`config.mk`:
```
export PLATFORM = sky130hd
export DESIGN_NAME = simd_wb_scheduler_flat
export DESIGN_NICKNAME = d
export VERILOG_FILES = /design/src/rtl/simd_wb_scheduler_if.sv /design/src/rtl/simd_wb_scheduler.sv /design/src/flat_wrapper.sv
export SDC_FILE = /design/constraint.sdc
export NUM_CORES = 1
export LEC_CHECK = 0
export BUFFER_PORTS_ARGS = -buffer_cell sky130_fd_sc_hd__buf_2
export CAP_MARGIN = 20
export CORE_MARGIN = 3
export CORE_UTILIZATION = 54
export CTS_CLUSTER_SIZE = 16
export DETAILED_ROUTE_END_ITERATION = 8
export PLACE_DENSITY = 0.77
export SLEW_MARGIN = 20
export SYNTH_ARGS = -nofsm -noshare
export SYNTH_HDL_FRONTEND = slang
export SYNTH_SLANG_ARGS = --single-unit
```
`constraint.sdc`:
```
create_clock -name clk_i -period 2.3 [get_ports clk_i]
set_input_delay 0.23 -clock clk_i [delete_from_list [all_inputs] [get_ports clk_i]]
set_output_delay 0.23 -clock clk_i [all_outputs]
set_load 0.02 [all_outputs]
```
`src/rtl/simd_wb_scheduler_if.sv`:
```
// Issue/writeback handshake between the register-read stage, the SIMD unit and its
// writeback scheduler. Clock and reset stay outside as plain ports.
interface simd_wb_scheduler_if #(
   parameter int TAG_W = 7,
   parameter int CNT_W = 32
);
   logic             flush_i;
   logic             issue_valid_i;
   logic             issue_is_vmul_i;
   logic             issue_is_vred_i;
   logic [1:0]       issue_sew_i;
   logic [TAG_W-1:0] issue_tag_i;
   logic             issue_ready_o;
   logic             wb_valid_o;
   logic [1:0]       wb_sel_o;
   logic [TAG_W-1:0] wb_tag_o;
   logic             busy_o;
   logic [1:0]       inflight_o;
   logic [CNT_W-1:0] stall_cnt_o;

   modport master (
      output flush_i,
      output issue_valid_i,
      output issue_is_vmul_i,
      output issue_is_vred_i,
      output issue_sew_i,
      output issue_tag_i,
      input  issue_ready_o,
      input  wb_valid_o,
      input  wb_sel_o,
      input  wb_tag_o,
      input  busy_o,
      input  inflight_o,
      input  stall_cnt_o
   );

   modport slave (
      input  flush_i,
      input  issue_valid_i,
      input  issue_is_vmul_i,
      input  issue_is_vred_i,
      input  issue_sew_i,
      input  issue_tag_i,
      output issue_ready_o,
      output wb_valid_o,
      output wb_sel_o,
      output wb_tag_o,
      output busy_o,
      output inflight_o,
      output stall_cnt_o
   );
endinterface

```
`src/rtl/simd_wb_scheduler.sv`:
```
// Writeback-slot scheduler for the SIMD unit: derives op latency (1/2/3), reserves the
// shared result port and back-pressures issue when the needed slot is already taken.
module simd_wb_scheduler #(
   parameter int TAG_W = 7,
   parameter int CNT_W = 32
) (
   input logic               clk_i,
   input logic               rst_i,
   simd_wb_scheduler_if.slave bus
);

   function automatic logic [1:0] op_latency(input logic is_vmul, input logic is_vred,
                                             input logic [1:0] sew);
      logic [1:0] lat;
      lat = 2'd1;
      if (is_vmul) lat = (sew == 2'b11) ? 2'd3 : 2'd2;
      else if (is_vred) lat = 2'd2;
      return lat;
   endfunction

   function automatic logic [CNT_W-1:0] sat_inc(input logic [CNT_W-1:0] v);
      return (&v) ? v : v + CNT_W'(1);
   endfunction

   logic [1:0]       lat_p0;
   logic             slot_busy_p0;
   logic             ready_p0;
   logic             acc_p0;
   logic             acc_l2_p0;
   logic             acc_l3_p0;
   logic             vld_p1;
   logic             vld_p2;
   logic [TAG_W-1:0] tag_p1;
   logic [TAG_W-1:0] tag_p2;
   logic [1:0]       sel_p1;
   logic [1:0]       occ;
   logic [CNT_W-1:0] stall_cnt;
   logic             wb_valid;
   logic [1:0]       wb_sel;
   logic [TAG_W-1:0] wb_tag;

   // occ[0]: an older op owns the port this cycle; occ[1]: it owns the port next cycle
   assign occ = {vld_p2, vld_p1};

   // ---- p0: issue decode and slot check ----
   always_comb begin
      lat_p0       = op_latency(bus.issue_is_vmul_i, bus.issue_is_vred_i, bus.issue_sew_i);
      slot_busy_p0 = 1'b0;
      case (lat_p0)
         2'd1:    slot_busy_p0 = occ[0];
         2'd2:    slot_busy_p0 = occ[1];
         default: slot_busy_p0 = 1'b0;
      endcase
      ready_p0  = !rst_i && !bus.flush_i && !slot_busy_p0;
      acc_p0    = bus.issue_valid_i && ready_p0;
      acc_l2_p0 = acc_p0 && (lat_p0 == 2'd2);
      acc_l3_p0 = acc_p0 && (lat_p0 == 2'd3);
   end

   // Older in-flight op always wins; a same-cycle op only writes back when the port is free.
   always_comb begin
      wb_valid = 1'b0;
      wb_sel   = 2'd0;
      wb_tag   = '0;
      if (!rst_i && !bus.flush_i) begin
         if (vld_p1) begin
            wb_valid = 1'b1;
            wb_sel   = sel_p1;
            wb_tag   = tag_p1;
         end else if (acc_p0 && (lat_p0 == 2'd1)) begin
            wb_valid = 1'b1;
            wb_sel   = 2'd0;
            wb_tag   = bus.issue_tag_i;
         end
      end
   end

   // ---- p1/p2: in-flight entries ----
   always_ff @(posedge clk_i) begin
      if (rst_i || bus.flush_i) begin
         vld_p1 <= 1'b0;
         vld_p2 <= 1'b0;
      end else begin
         vld_p1 <= vld_p2 || acc_l2_p0;
         vld_p2 <= acc_l3_p0;
      end
   end

   // Payload needs no reset: it is only observed through the valid bits above.
   always_ff @(posedge clk_i) begin
      if (vld_p2) begin
         tag_p1 <= tag_p2;
         sel_p1 <= 2'd2;
      end else if (acc_l2_p0) begin
         tag_p1 <= bus.issue_tag_i;
         sel_p1 <= 2'd1;
      end
      if (acc_l3_p0) tag_p2 <= bus.issue_tag_i;
   end

   always_ff @(posedge clk_i) begin
      if (rst_i) stall_cnt <= '0;
      else if (bus.issue_valid_i && !ready_p0 && !bus.flush_i) stall_cnt <= sat_inc(stall_cnt);
   end

   assign bus.issue_ready_o = ready_p0;
   assign bus.wb_valid_o    = wb_valid;
   assign bus.wb_sel_o      = wb_sel;
   assign bus.wb_tag_o      = wb_tag;
   assign bus.busy_o        = vld_p1 || vld_p2;
   assign bus.inflight_o    = {1'b0, vld_p1} + {1'b0, vld_p2};
   assign bus.stall_cnt_o   = stall_cnt;

endmodule

```
`src/flat_wrapper.sv`:
```
// flat-port wrapper written by rule: the top's interface ports become plain ports
module simd_wb_scheduler_flat 
#(
   parameter int TAG_W = 7,
   parameter int CNT_W = 32
)
  (clk_i, rst_i, bus_flush_i, bus_issue_valid_i, bus_issue_is_vmul_i, bus_issue_is_vred_i, bus_issue_sew_i, bus_issue_tag_i, bus_issue_ready_o, bus_wb_valid_o, bus_wb_sel_o, bus_wb_tag_o, bus_busy_o, bus_inflight_o, bus_stall_cnt_o);
  simd_wb_scheduler_if #(.TAG_W(TAG_W), .CNT_W(CNT_W)) bus_i ();
  input logic clk_i;
  input logic rst_i;
  input wire logic [$bits(bus_i.flush_i)-1:0] bus_flush_i;
  input wire logic [$bits(bus_i.issue_valid_i)-1:0] bus_issue_valid_i;
  input wire logic [$bits(bus_i.issue_is_vmul_i)-1:0] bus_issue_is_vmul_i;
  input wire logic [$bits(bus_i.issue_is_vred_i)-1:0] bus_issue_is_vred_i;
  input wire logic [$bits(bus_i.issue_sew_i)-1:0] bus_issue_sew_i;
  input wire logic [$bits(bus_i.issue_tag_i)-1:0] bus_issue_tag_i;
  output wire logic [$bits(bus_i.issue_ready_o)-1:0] bus_issue_ready_o;
  output wire logic [$bits(bus_i.wb_valid_o)-1:0] bus_wb_valid_o;
  output wire logic [$bits(bus_i.wb_sel_o)-1:0] bus_wb_sel_o;
  output wire logic [$bits(bus_i.wb_tag_o)-1:0] bus_wb_tag_o;
  output wire logic [$bits(bus_i.busy_o)-1:0] bus_busy_o;
  output wire logic [$bits(bus_i.inflight_o)-1:0] bus_inflight_o;
  output wire logic [$bits(bus_i.stall_cnt_o)-1:0] bus_stall_cnt_o;
  assign bus_i.flush_i = bus_flush_i;
  assign bus_i.issue_valid_i = bus_issue_valid_i;
  assign bus_i.issue_is_vmul_i = bus_issue_is_vmul_i;
  assign bus_i.issue_is_vred_i = bus_issue_is_vred_i;
  assign bus_i.issue_sew_i = bus_issue_sew_i;
  assign bus_i.issue_tag_i = bus_issue_tag_i;
  assign bus_issue_ready_o = bus_i.issue_ready_o;
  assign bus_wb_valid_o = bus_i.wb_valid_o;
  assign bus_wb_sel_o = bus_i.wb_sel_o;
  assign bus_wb_tag_o = bus_i.wb_tag_o;
  assign bus_busy_o = bus_i.busy_o;
  assign bus_inflight_o = bus_i.inflight_o;
  assign bus_stall_cnt_o = bus_i.stall_cnt_o;
  simd_wb_scheduler #(.TAG_W(TAG_W), .CNT_W(CNT_W)) u_core (.clk_i(clk_i), .rst_i(rst_i), .bus(bus_i));
endmodule
```
### Word-level counts from Yosys, hierarchy flattened

Cells that the tools add are included.
W data, S select, Z words.

* register bits after elaboration: 50
* output and inout port bits: 46
* word-level logic and storage cells: 45

* add/sub/neg operators: 2
* equal/unequal tests: 4
* muxes and demuxes: 14
* bitwise gates (word level): 1
* reduce and logical (&&, ||, !) cells: 18

Operators by type and width (number)
* $mux W7: 5
* $add A32 B1 Y32 const B: 1
* $reduce_and A32 Y1: 1
* $logic_and A1 B1 Y1: 8
* $mux W2: 4
* $eq A2 B2 Y1 const B: 3
* $logic_not A1 Y1: 4
* $mux W1: 4
* $logic_or A1 B1 Y1: 3
* $add A1 B1 Y2: 1
* $eq A2 B1 Y1 const B: 1
* $pmux W1 S2: 1
* $reduce_and A2 Y1: 1
* $reduce_bool A2 Y1: 1
* $not A1 Y1: 1

### Longest topological paths before layout

Gate-level depths: netlist of run 1.

* depth after elaboration: 12
* depth in mapped cells: 9
* depth with buffers taken out: 6

### Worst setup path after synthesis of run 1

No wires, ideal clock.

* path type: flip-flop to flip-flop
* start point: register u_core.stall_cnt[0] (netlist: u_core.bus.stall_cnt_o[0])
* end point: register u_core.stall_cnt[26] (netlist: u_core.bus.stall_cnt_o[26])
* setup time: 123 ps
* data arrival time: 1964 ps
* data required time: 2177 ps
* path slack: 213 ps
* stages on the path, launching flop included: 7
* path buffers: 0
* period minus slack after synthesis: 2087 ps
* path through: dfxtp_1 ha_1 inv_1 nor4_4 nand4_4 nor4b_1 mux2_1

* word-level cells in the longest chain between the ends: 3
* elaborated cells between the ends (all ways): 4
* classes of those cells: add/sub (1); bitwise (1); reduce/logical (2)

Ends and longest elaborated chain
* from (decl): line simd_wb_scheduler.sv:37 `logic [CNT_W-1:0] stall_cnt;`
* from (signal assigned): line simd_wb_scheduler.sv:103 `else if (bus.issue_valid_i && !ready_p0 && !bus.flush_i) stall_cnt <= sat_inc(stall_cnt);`
* branches (longest 3 deep; another with $add A32 B1 Y32)

Several ways; the timed one is not identified.
A chain may end at the register's enable or synchronous reset.

### Final worst setup path of run 1

Ends and elaborated chain as after synthesis.

==> run_results.csv, run 1 <==
group,metric,value,unit
layout,final_util,68.8,%
layout,drive_above_1_share,30.7,%
cts,cts_sinks,50,
synthesis,synth_ff_type,"dfxtp_1",
sta,worst_slew_pin_slew,536,ps
sta,period_share,92.5,%
floorplan,fp-row-count,24,
setup_path,critPathLaunch,"u_core.bus.stall_cnt_o[0]",
layout,final_area,3100,sq um
setup_path,rr_startpoint,"u_core.bus.stall_cnt_o[0]",
setup_path,path_cells,"ha_1 -> inv_1 -> nor4_4 -> nand4_4 -> nor4b_2 -> mux2_1",
power,power.density,523,nW/um^2
detailed_routing,viasPerCell,6.06,
synthesis,ys.warnings.count,0,
sta,drv_slew,0,
setup_path,cp_slowest_stage_delay,420,ps
floorplan,dieArea,5720,sq um
setup_path,crit_path_end_kind,"register",
power,power_leakage,1.22,nW
global_route,grt_overflow,0,
cts,path_clk_slew,90,ps
cts,post_cts_resized,0,
power,p_int,0.00128,W
layout,seqCellArea,1140,sq um
layout,fin_cells,394,
setup_path,cp.arrival,2320,ps
synthesis,synth_cell_type_count,45,
placement,dp_hpwl,4310,microns
synthesis,synth_top_cell_by_area,"dfxtp_1",
global_route,grt_pass1_vias,2125,
power,p_sw,0.000344,W
cts,clock_path_buffers,2,
sta,tns,0,ps
global_route,grt_max_degree,37,
floorplan,die_h,75.6,microns
floorplan,ios,61,
power,seqPwrFrac,56.9,%
cts,cts_buffers,5,
placement,place_area,2990,sq um
sta,skew,8.88,ps
worst_hold_path,hold_end,"u_core.tag_p2[6]",
sta,final-hold-violation-count,0,
synthesis,synth.top_cell.area_share,27.5,%
placement,gp_congestion,0.796,
layout,nets,359,
run_status,status,"complete, no violations",
setup_path,cp_top_family,"simple AND/OR/NAND/NOR gates",
detailed_routing,first_iter_violations,142,
detailed_routing,dr.pass1.iters,4,
floorplan,start_util,58.1,%
global_route,grt_pass1_wl,9950,microns
cts,htree_levels,2,
detailed_routing,final_antenna_net_count,0,
power,ir_drop,0.000354,V
placement,io_buffer_count,60,
sta,rsz0062_at_grt,"false",
sta,relSlewSlack,64.1,%
synthesis,synth-seq-area-share,43.6,%
floorplan,core_area,4500,sq um
power,clockPowerShare,37.5,%
sta,period_needed,2130,ps
synthesis,synth_seq_cells,50,
run,drv_cap,0,
cts,clk_latency,300,ps
detailed_routing,drc,0,
worst_hold_path,worstHoldStart,"bus_issue_tag_i[6]",
power,switching_share,21.2,%
layout,diodes,0,
setup_path,start_kind,"register",
floorplan,fp.dieW,75.6,microns
global_route,antenna_found_initial,0,
detailed_routing,wl_per_cell,15.5,microns
sta,max_freq,470,MHz
cts,tritoncts,"done",
setup_path,critical_path_buf_inv_count,1,
synthesis,synthCells,277,
synthesis,syn-num-nets,295,
setup_path,crit_type,"reg2reg",
setup_path,reg2reg_slack,170,ps
layout,area_growth,18.5,%
layout,nFillCells,362,
cts,cts_hold_buf,0,
setup_path,crit_fanout,10,
worst_hold_path,min_path_type,"in2reg",
global_route,track_usage,22.3,%
synthesis,yosys-top-cells-area,"dfxtp_1 28%, edfxtp_1 16%, a21oi_1 5.2%",
setup_path,r2r_cells,6,
detailed_routing,drt-total-wl,6100,microns
power,power,0.00162,W
synthesis,avgSynthCellArea,9.45,sq um
synthesis,syn_area,2620,sq um
synthesis,synth_edf_count,14,
synthesis,async_flop_share,0,%
setup_path,worstReg2RegEnd,"u_core.bus.stall_cnt_o[26]",
setup_path,cp_slowest_cell,"dfxtp_1",
cts,postCtsSetupBuffers,0,
worst_hold_path,worstHoldPathCells,1,
power,pwr-share-comb,5.6,%
detailed_routing,vias,2389,
synthesis,synth.most_common_cell,"dfxtp_1",
setup_path,required,2490,ps
placement,dp.cells,386,
sta,setup_violations,0,
layout,multiInputGateArea,1360,sq um
synthesis,synth_common_cells,"36 x dfxtp_1, 27 x a21oi_1, 25 x nor2_1",
cts,cts-root-buf,"clkbuf_8",
area by class of cell:
type	count	area share (%)
clock inverters	1	0.969
well taps	52	2.10
repair buffers	73	12.8
flip-flops and latches	50	36.8
clock buffers	7	2.46
multi-input cells	203	43.9
inverters	8	0.969
through the flow:
step,worst slack [ps],hold slack [ps]
6_report,173,129
2_1_floorplan,213,329
4_1_cts,66.5,122
3_3_place_gp,262,429
5_1_grt,22.7,117
3_5_place_dp,119,439
flip-flops by register name (all words and copies together) (netlist names):
name and count:
u_core.vld_p1 1, u_core.sel_p1 2, u_core.bus.stall_cnt_o 32, u_core.tag_p2 7
u_core.tag_p1 7, u_core.vld_p2 1
worst register-to-register path, stage by stage, from the launching register on:
cell and delay [ps]:
dfxtp_1 420, ha_1 230, inv_1 100, nor4_4 400, nand4_4 240, nor4b_2 280
mux2_1 350
worst max path at each step:
stage                                      end  depth (start not counted)  slack (ps)
floorplan           u_core.bus.stall_cnt_o[26]                          6         210
global route        u_core.bus.stall_cnt_o[29]                          5          20
finish              u_core.bus.stall_cnt_o[26]                          6         170
CTS                 u_core.bus.stall_cnt_o[26]                          6          70
detailed placement  u_core.bus.stall_cnt_o[26]                          6         120
global placement    u_core.bus.stall_cnt_o[26]                          6         260
metal layers:
layer,global-route usage [%],share of wire (%),up-vias
met1,30.7,46,1134
li1,-,-,1184
met2,34.7,47,66
met3,5.41,6.2,5
met4,6.60,0.95,0
met5,0,0,-
power groups by stage:
stage / Clock (W) / Sequential, W / Combinational, W
after detailed placement: 0 / 0.000943 / 0.0000908
after global routing: 0.000654 / 0.000923 / 0.000101
after floorplan: 0 / 0.000943 / 0.0000550
after global placement: 0 / 0.000942 / 0.0000889
after CTS: 0.000620 / 0.000922 / 0.0000918
final: 0.000608 / 0.000922 / 0.0000913
placed cells by master, fill, tap and decap left out, drive strengths merged, types with 3 or more instances in the layout:
| cell type | Yosys | routed |
|---|---|---|
| dfxtp | 36 | 36 |
| buf | 7 | 73 |
| inv | 8 | 8 |
| or2 | 4 | 4 |
| nor2b | 5 | 5 |
| or4 | 15 | 15 |
| o21ai | 11 | 11 |
| nand4 | 14 | 14 |
| and3 | 4 | 4 |
| clkbuf | 9 | 7 |
| nor3 | 5 | 5 |
| nand2 | 15 | 15 |
| nor4 | 6 | 6 |
| o31ai | 15 | 15 |
| nor2 | 25 | 25 |
| nand3 | 11 | 11 |
| ha | 3 | 3 |
| a22oi | 7 | 7 |
| mux2 | 11 | 11 |
| edfxtp | 14 | 14 |
| a21oi | 27 | 27 |
| or3 | 11 | 11 |
cells by family after synthesis:
group                      Yosys count  share of synthesized area [%]
AOI/OAI and AO/OA                   66                           15.6
adders and majority gates            3                           1.43
DFF                                 50                           43.6
and+or+nand+nor                    122                           29.5
buffers and inverters               24                           4.73
muxes                               12                           5.11
Note: power is estimated with default switching activity, not from simulation.
==> run 2: changes to the inputs <==
--- a/config.mk
+++ b/config.mk
@@ -7,11 +7,12 @@
 export LEC_CHECK = 0
 export BUFFER_PORTS_ARGS = -buffer_cell sky130_fd_sc_hd__buf_2
 export CAP_MARGIN = 20
-export CORE_MARGIN = 3
+export CORE_MARGIN = 8
 export CORE_UTILIZATION = 54
 export CTS_CLUSTER_SIZE = 16
 export DETAILED_ROUTE_END_ITERATION = 8
 export PLACE_DENSITY = 0.77
+export RECOVER_POWER = 50
 export SLEW_MARGIN = 20
 export SYNTH_ARGS = -nofsm -noshare
 export SYNTH_HDL_FRONTEND = slang
==> run 2 against run 1 <==
Via count decreased by 0.96%. Fmax down 0.28%. Combinational power down 4.8%. Clock power rose by 3%. First-iteration DRC count grew 27%. Sequential power barely moved. Final area fell by 0.97%. Hold slack gained 35 ps. Setup slack worse by 6.0 ps. Core utilization down 3.4 points. Critical endpoint unchanged.
==> run_results.csv, run 2 (synthesis results as in run 1) <==
group,metric,value,unit
detailed_routing,drt-total-wl,6220,microns
detailed_routing,wl_met3,409,microns
placement,dp_hpwl,4570,microns
setup_path,cp.arrival,2330,ps
floorplan,dieArea,7330,sq um
cts,cts_hold_buf,0,
setup_path,critPathLaunch,"u_core.bus.stall_cnt_o[0]",
power,power_leakage,1.08,nW
detailed_routing,vias,2366,
floorplan,ios,61,
setup_path,cp_slowest_stage_delay,430,ps
global_route,grt_max_degree,37,
placement,place_area,3000,sq um
sta,final-hold-violation-count,0,
cts,postCtsSetupBuffers,0,
sta,skew,8.46,ps
power,ir_drop,0.000344,V
detailed_routing,wl_met2,2870,microns
setup_path,cp_slowest_cell,"dfxtp_1",
cts,cts_buffers,5,
floorplan,start_util,55.8,%
setup_path,crit_type,"reg2reg",
sta,period_share,92.7,%
run_status,status,"complete, no violations",
layout,diodes,0,
cts,cts_sinks,50,
setup_path,path_cells,"ha_1 -> inv_1 -> nor4_4 -> nand4_4 -> nor4b_2 -> mux2_1",
layout,area_growth,17.3,%
detailed_routing,wl_per_cell,15.6,microns
placement,gp_congestion,0.865,
sta,max_freq,469,MHz
detailed_routing,drc,0,
setup_path,crit_fanout,10,
sta,drv_slew,0,
detailed_routing,drt-met1-wl,2900,microns
cts,path_clk_slew,100,ps
sta,period_needed,2130,ps
power,power.density,533,nW/um^2
cts,post_cts_resized,0,
setup_path,rr_startpoint,"u_core.bus.stall_cnt_o[0]",
detailed_routing,first_iter_violations,180,
global_route,grt_pass1_vias,2223,
run,drv_cap,0,
floorplan,die_h,85.6,microns
detailed_routing,dr.pass1.iters,4,
detailed_routing,final_antenna_net_count,0,
worst_hold_path,min_path_type,"in2reg",
layout,layout_commonest_cell,"clkbuf_1",
placement,dp.cells,390,
layout,nFillCells,425,
sta,holdWs,163,ps
cts,cts-root-buf,"clkbuf_8",
sta,worst_slew_pin_slew,614,ps
global_route,grt_overflow,0,
sta,setup_violations,0,
sta,tns,0,ps
layout,fin_cells,398,
floorplan,core_area,4690,sq um
layout,largest_reg_flops,32,
layout,final_util,65.4,%
sta,rsz0062_at_grt,"false",
detailed_routing,viasPerCell,5.94,
detailed_routing,dr.max_layer_used,"met4",
cts,clock_path_buffers,2,
worst_hold_path,worstHoldStart,"bus_issue_tag_i[1]",
cts,htree_levels,2,
placement,io_buffer_count,60,
layout,layout_common_cells,"40 x clkbuf_1, 36 x dfxtp_1, 27 x a21oi_1",
floorplan,fp.dieW,85.6,microns
floorplan,fp-row-count,25,
setup_path,start_kind,"register",
setup_path,crit_path_end_kind,"register",
global_route,antenna_found_initial,0,
layout,drive_above_1_share,19.8,%
layout,final_area,3070,sq um
setup_path,required,2500,ps
cts,tritoncts,"done",
global_route,track_usage,17.2,%
cts,clk_latency,310,ps
layout,nets,361,
global_route,grt_pass1_wl,10500,microns
sta,relSlewSlack,59.0,%
==> run 2: worst paths after layout <==
check	cells past startpoint	to	slack [ps]
min	1	u_core.tag_p2[1]	160
max reg2reg	6	u_core.bus.stall_cnt_o[26]	170
min reg2reg	2	u_core.sel_p1[0]	500
max	6	u_core.bus.stall_cnt_o[26]	170
==> run 2: layout make-up <==
| type | count | area (sq um) | share of cell area, % |
|---|---|---|---|
| multi-input cells | 203 | 1360 | 44.3 |
| flip-flops and latches | 50 | 1140 | 37.2 |
| repair buffers | 75 | 360 | 11.7 |
| clock buffers | 5 | 68.8 | 2.24 |
| well taps | 54 | 67.6 | 2.20 |
| clock inverters | 3 | 43.8 | 1.43 |
| inverters | 8 | 30.0 | 0.978 |
==> run 2: where the power goes <==
group          switching (W)  total [W]  leakage [nW]  internal, W
logic              0.0000560  0.0000869         0.602    0.0000309
registers         0.00000646   0.000923         0.417     0.000917
clock network       0.000301   0.000627        0.0585     0.000326
==> run 2: per-layer routing <==
metal | global-route usage (%) | vias to the layer above
met5 | 0 | -
met4 | 3.34 | 0
met3 | 5.83 | 4
met2 | 27.8 | 64
met1 | 21.6 | 1112
li1 | - | 1186
==> run 2: per-stage QoR <==
stage	setup WS, ps	total power [W]
CTS	90.4	0.00165
global route	34.0	0.00170
detailed placement	122	0.00103
global placement	272	0.00103
floorplan	213	0.000998
finish	167	0.00164
==> run 2: worst max-delay path: cells and delay by family (launching register included) <==
kind / cells / cell delay, ps
DFF: 1 / 430
adders and majority gates: 1 / 230
and+or+nand+nor: 3 / 900
muxes: 1 / 340
buffers and inverters: 1 / 110
